[src/rtl/bbox_pkg.sv]
// Shared definitions for the serial bounding-box engine and the rasteriser setup
// stage that consumes its four result lanes.
package bbox_pkg;

  localparam int BBOX_COORD_W = 9;
  localparam int BBOX_NVERT   = 3;

  typedef enum logic {
    AXIS_X = 1'b0,
    AXIS_Y = 1'b1
  } axis_t;

  // Lane order of the result bus; the rasteriser setup indexes results the same way.
  localparam int OUT_XMIN  = 0;
  localparam int OUT_XMAX  = 1;
  localparam int OUT_YMIN  = 2;
  localparam int OUT_YMAX  = 3;
  localparam int OUT_LANES = 4;

  // Counter width able to hold 0..n-1, never narrower than one bit.
  function automatic int cnt_w(input int n);
    return (n > 1) ? $clog2(n) : 1;
  endfunction

endpackage

[src/rtl/bbox_piso.sv]
// Parallel-load, shift-left serialiser: emits W bits MSB first after a load,
// with valid high for exactly those W cycles and zeros shifted in behind.
module bbox_piso #(
  parameter int W = 9
) (
  input  logic         CLK,
  input  logic         RST,
  input  logic         load,
  input  logic [W-1:0] pdata,
  output logic         sout,
  output logic         valid
);

  localparam int CW = $clog2(W + 1);

  logic [W-1:0]  sreg;
  logic [CW-1:0] cnt;

  always_ff @(posedge CLK) begin
    if (RST) begin
      sreg <= '0;
      cnt  <= '0;
    end else if (load) begin
      sreg <= pdata;
      cnt  <= CW'(W);
    end else if (cnt != '0) begin
      sreg <= {sreg[W-2:0], 1'b0};
      cnt  <= cnt - 1'b1;
    end
  end

  assign sout  = sreg[W-1];
  assign valid = (cnt != '0);

endmodule

[src/rtl/bbox_serial_n.sv]
// Serial bounding-box engine: running min/max over a bit-serial vertex stream,
// results serialised on four parallel lanes while the next frame is received.
module bbox_serial_n
  import bbox_pkg::*;
#(
  parameter int COORD_W  = BBOX_COORD_W,
  parameter int NVERT    = BBOX_NVERT,
  parameter int CLAMP_EN = 0,
  parameter int XLIM     = (1 << COORD_W) - 1,
  parameter int YLIM     = (1 << COORD_W) - 1
) (
  input  logic CLK,
  input  logic RST,
  input  logic D,
  input  logic EN,
  output logic XMINI,
  output logic XMAXI,
  output logic YMINI,
  output logic YMAXI,
  output logic OVALID,
  output logic DEGEN,
  output logic BUSY
);

  localparam int BW = cnt_w(COORD_W);
  localparam int VW = cnt_w(NVERT);
  localparam logic [COORD_W-1:0] XLIM_C = XLIM[COORD_W-1:0];
  localparam logic [COORD_W-1:0] YLIM_C = YLIM[COORD_W-1:0];

  logic [COORD_W-2:0] shift_reg;
  logic [BW-1:0]      bit_cnt;
  logic [VW-1:0]      vert_cnt;
  axis_t              axis;
  logic [COORD_W-1:0] run_min, run_max;
  logic [COORD_W-1:0] xmin_h, xmax_h;
  logic               degen_r;

  logic [COORD_W-1:0] coord, lim, cval, new_min, new_max;
  logic               first_vert, last_bit, last_vert, frame_end;

  always_comb begin
    coord      = {shift_reg, D};
    lim        = (axis == AXIS_Y) ? YLIM_C : XLIM_C;
    cval       = (CLAMP_EN != 0 && coord > lim) ? lim : coord;
    first_vert = (vert_cnt == '0);
    new_min    = (first_vert || cval < run_min) ? cval : run_min;
    new_max    = (first_vert || cval > run_max) ? cval : run_max;
    last_bit   = EN && (bit_cnt == BW'(COORD_W - 1));
    last_vert  = (vert_cnt == VW'(NVERT - 1));
    frame_end  = last_bit && last_vert && (axis == AXIS_Y);
  end

  always_ff @(posedge CLK) begin
    if (RST) begin
      shift_reg <= '0;
      bit_cnt   <= '0;
      vert_cnt  <= '0;
      axis      <= AXIS_X;
      run_min   <= '0;
      run_max   <= '0;
      xmin_h    <= '0;
      xmax_h    <= '0;
      degen_r   <= 1'b0;
    end else if (EN) begin
      shift_reg <= coord[COORD_W-2:0];
      if (last_bit) begin
        bit_cnt <= '0;
        run_min <= new_min;
        run_max <= new_max;
        if (last_vert) begin
          vert_cnt <= '0;
          if (axis == AXIS_X) begin
            // Park the X extremes so the running comparators can serve Y.
            xmin_h <= new_min;
            xmax_h <= new_max;
            axis   <= AXIS_Y;
          end else begin
            axis    <= AXIS_X;
            degen_r <= (xmin_h == xmax_h) || (new_min == new_max);
          end
        end else begin
          vert_cnt <= vert_cnt + 1'b1;
        end
      end else begin
        bit_cnt <= bit_cnt + 1'b1;
      end
    end
  end

  logic [OUT_LANES-1:0][COORD_W-1:0] res;
  logic [OUT_LANES-1:0]              ser, vld;

  always_comb begin
    res           = '0;
    res[OUT_XMIN] = xmin_h;
    res[OUT_XMAX] = xmax_h;
    res[OUT_YMIN] = new_min;
    res[OUT_YMAX] = new_max;
  end

  for (genvar g = 0; g < OUT_LANES; g++) begin : g_lane
    bbox_piso #(.W(COORD_W)) u_piso (
      .CLK   (CLK),
      .RST   (RST),
      .load  (frame_end),
      .pdata (res[g]),
      .sout  (ser[g]),
      .valid (vld[g])
    );
  end

  assign XMINI  = ser[OUT_XMIN];
  assign XMAXI  = ser[OUT_XMAX];
  assign YMINI  = ser[OUT_YMIN];
  assign YMAXI  = ser[OUT_YMAX];
  assign OVALID = vld[OUT_XMIN];
  // All lanes load together, so their valids coincide with OVALID.
  assign DEGEN  = degen_r & (&vld);
  assign BUSY   = (bit_cnt != '0) || (vert_cnt != '0) || (axis != AXIS_X);

endmodule

[config.mk]
export PLATFORM = sky130hd
export DESIGN_NAME = bbox_serial_n
export DESIGN_NICKNAME = d
export VERILOG_FILES = /design/src/rtl/bbox_pkg.sv /design/src/rtl/bbox_piso.sv /design/src/rtl/bbox_serial_n.sv
export SDC_FILE = /design/constraint.sdc
export NUM_CORES = 1
export LEC_CHECK = 0
export CORE_ASPECT_RATIO = 2
export CORE_MARGIN = 2
export CORE_UTILIZATION = 30
export CTS_BUF_LIST = sky130_fd_sc_hd__clkbuf_4 sky130_fd_sc_hd__clkbuf_8 sky130_fd_sc_hd__clkbuf_16
export DETAILED_ROUTE_END_ITERATION = 10
export GPL_TIMING_DRIVEN = 1
export PLACE_DENSITY_LB_ADDON = 0.3
export SETUP_SLACK_MARGIN = 0.02
export SYNTH_ARGS = -nofsm -noshare
export SYNTH_HDL_FRONTEND = slang
export SYNTH_SLANG_ARGS = --single-unit
[constraint.sdc]
create_clock -name CLK -period 2.1 [get_ports CLK]
set_input_delay 0.42 -clock CLK [delete_from_list [all_inputs] [get_ports CLK]]
set_output_delay 0.42 -clock CLK [all_outputs]
set_load 0.02 [all_outputs]
==> impl_metrics.env <==
export IMPL_rrSetupSlack_ps=-370
export IMPL_most_common_layout_cells="84 x dfxtp_1, 75 x nor2_1, 66 x buf_4, 42 x a211oi_1, 41 x a211oi_2"
export IMPL_syn_instance_count=544
export IMPL_cp_top_family="simple AND/OR/NAND/NOR gates"
export IMPL_violations="setup timing"
export IMPL_dpl_cell_area_um2=5940
export IMPL_path_buf_inv=4
export IMPL_wirelength_mm=14.0
export IMPL_syn_area_per_cell_um2=9.14
export IMPL_met3_length_um=201
export IMPL_grt_ovfl_total=0
export IMPL_ir_worst_vdd_v=0.000347
export IMPL_fin_skew_ps=11.5
export IMPL_worstMarginPinSlew_ps=644
export IMPL_detail_route_wl_per_cell_um=16.7
export IMPL_die_y_um=186
export IMPL_wl_met2_mm=8.04
export IMPL_drt_first_iter_violations=178
export IMPL_report_final_slew_viol_count=0
export IMPL_antenna_found_initial=0
export IMPL_slowest_delay_ps=340
export IMPL_ant_nets=0
export IMPL_start_kind="flip-flop"
export IMPL_synth_warnings=0
export IMPL_nFillCells=1503
export IMPL_cts_sinks=104
export IMPL_drive_gt1_frac=0.387
export IMPL_synth_nets=571
export IMPL_hp_class="flip-flop to flip-flop"
export IMPL_num_vias=4233
export IMPL_largest_reg_flops=36
export IMPL_end_kind="flip-flop"
export IMPL_worstPathCellList="inv_1 -> ha_4 -> nand4_1 -> buf_4 -> nor4b_4 -> a21oi_2 -> buf_6 -> buf_12 -> mux2i_4 -> xor2_1 -> nor4_1 -> a31o_1"
export IMPL_htreeDepth=3
export IMPL_setup_viol=55
export IMPL_portBuffers=10
export IMPL_reg_top3="g_lane.u_piso.sreg: 36 flops, g_lane.u_piso.cnt: 16 flops"
export IMPL_drt_met1_wl_mm=5.21
export IMPL_post_drt_via_cell_ratio=5.06
export IMPL_die_x_um=95.0
export IMPL_clock_latency_ps=350
export IMPL_syn_to_final_growth_pct=42.4
export IMPL_finalCritPeriodShare=1.18
export IMPL_finalHoldViolCount=0
export IMPL_drc=0
export IMPL_clock_root_buffer="clkbuf_16"
export IMPL_synth_area_um2=4970
export IMPL_start_util=0.306
export IMPL_synthFlopType="dfxtp_1"
export IMPL_grt_pass1_wl_mm=21.3
export IMPL_async_reset_ff_frac=0
export IMPL_synth_edf_count=0
export IMPL_ys_types=39
export IMPL_cp_data_arrival_time_ps=2770
export IMPL_grt_max_degree=42
export IMPL_core_region_area_um2=16300
export IMPL_pwr_density_cell_nw_per_um2=804
export IMPL_cp_required_ps=2400
export IMPL_path_max_fanout=5
export IMPL_antenna_cells=0
export IMPL_crit_slowest_cell="dfxtp_1"
export IMPL_top_register="g_lane.u_piso.sreg"
export IMPL_grt_total_usage=0.159
export IMPL_grt_pass1_vias=4182
export IMPL_design_area_um2=7080
export IMPL_cts_tree="built"
export IMPL_cts_made_buffers=9
export IMPL_first_pass_iters=4
export IMPL_regArea_um2=2110
export IMPL_final_common_cell="dfxtp_1"
export IMPL_die_area_um2=17700
export IMPL_multiInputGateArea_um2=3260
export IMPL_dp_hpwl_mm=9.57
export IMPL_rsz0062_at_grt="yes"
export IMPL_final_nets=655
export IMPL_gp_congestion=0.859
export IMPL_rows=66
export IMPL_ys_seq_area_frac=0.419
export IMPL_slew_headroom=0.570
export IMPL_ys_ff_latch=104
export IMPL_path_class="flip-flop to flip-flop"
export IMPL_fmax_mhz=405
export IMPL_ios=11
export IMPL_drv_cap=0
export IMPL_status="finished, violations left"
export IMPL_post_place_ws_ps=-621
export IMPL_clk_pin_slew_worst_paths_ps=70
export IMPL_top_layer="met4"
export IMPL_leakagePower_uw=0.00258
export IMPL_clock_path_buffers=2
export IMPL_fin_ws_ps=-371
export IMPL_min_period_ps=2470
[Yosys cell counts (2+ instances only)]
master | count | area [µm²]
a211oi_1 | 83 | 623
xnor2_1 | 16 | 140
nor2b_1 | 18 | 113
o21ai_0 | 4 | 20.0
nand3_1 | 5 | 25.0
nand4_1 | 6 | 37.5
buf_6 | 2 | 22.5
mux2i_1 | 34 | 340
clkbuf_1 | 26 | 97.6
buf_1 | 4 | 15.0
a21oi_1 | 28 | 140
nor3_1 | 15 | 75.1
xor2_1 | 13 | 114
nand2_1 | 11 | 41.3
or3_1 | 4 | 25.0
and2_1 | 2 | 12.5
nand2b_1 | 2 | 12.5
nor4_1 | 4 | 25.0
ha_1 | 23 | 288
mux2i_4 | 2 | 45.0
nor3b_1 | 2 | 15.0
dfxtp_1 | 104 | 2080
nor2_1 | 82 | 308
nor3b_2 | 2 | 25.0
mux2i_2 | 7 | 96.3
inv_1 | 29 | 109
buf_2 | 4 | 20.0
[through the flow]
| step | power [µW] | hold WS [ps] | std cells | setup TNS [ps] | util |
|---|---|---|---|---|---|
| after floorplan | 3350 | 443 | 544 | -136 | - |
| after global placement | 3800 | 453 | 806 | -16740 | 0.365 |
| after detailed placement | 3860 | 461 | 806 | -20080 | 0.365 |
| after CTS | 5660 | 471 | 827 | -5700 | 0.406 |
| after global routing | 6020 | 506 | 837 | -10740 | 0.435 |
| final | 5690 | 470 | 837 | -6600 | 0.435 |
[kinds of logic after synthesis]
family,share of synthesized area
simple gates,0.153
compound gates,0.167
flops,0.419
buf+inv,0.0531
mux,0.0991
xor+xnor,0.0511
fa+ha+maj,0.0579
[worst reg2reg max path, cell delays in order (launching register included)]
cell	delay [ps]
dfxtp_1	340
inv_1	70
ha_4	260
nand4_1	160
buf_4	210
nor4b_4	230
a21oi_2	60
buf_6	140
buf_12	140
mux2i_4	190
xor2_1	160
nor4_1	290
a31o_1	170
[per-layer routing]
metal | global-route usage | vias up
met2 | 0.308 | 48
met1 | 0.158 | 2070
met3 | 0.0162 | 22
met4 | 0.0899 | 0
li1 | - | 2093
met5 | 0 | -
[worst paths after layout]
| kind | endpoint | cells past startpoint | start |
|---|---|---|---|
| max | degen_r | 12 | run_max[8] |
| min | g_lane[1].u_piso.sreg[0] | 2 | g_lane[1].u_piso.sreg[0] |
| max reg2reg | degen_r | 12 | run_max[8] |
| min reg2reg | g_lane[1].u_piso.sreg[0] | 2 | g_lane[1].u_piso.sreg[0] |
[power by group]
part / total, µW / switching [µW] / leakage, µW / internal (µW)
sequential: 2240 / 125 / 0.000852 / 2120
clock: 1730 / 781 / 0.000151 / 946
combinational: 1730 / 916 / 0.00158 / 810
total: 5690 / 1820 / 0.00258 / 3870
[repair_timing]
action,in CTS,in global routing
resized for setup,77,88
hold buffers,0,0
pin swaps,11,33
endpoints found under the setup margin,58,83
cloned,0,2
hold endpoints to repair,0,0
setup buffers,5,12
[area by class of cell]
type                    instances  share of cell area
clock inverters                 6             0.00937
clock buffers                  10              0.0329
flip-flops and latches        104               0.299
well taps                     204              0.0361
inverters                      29              0.0154
repair buffers                109               0.148
multi-input cells             375               0.460
No activity file was read; power rests on OpenSTA's default activity.
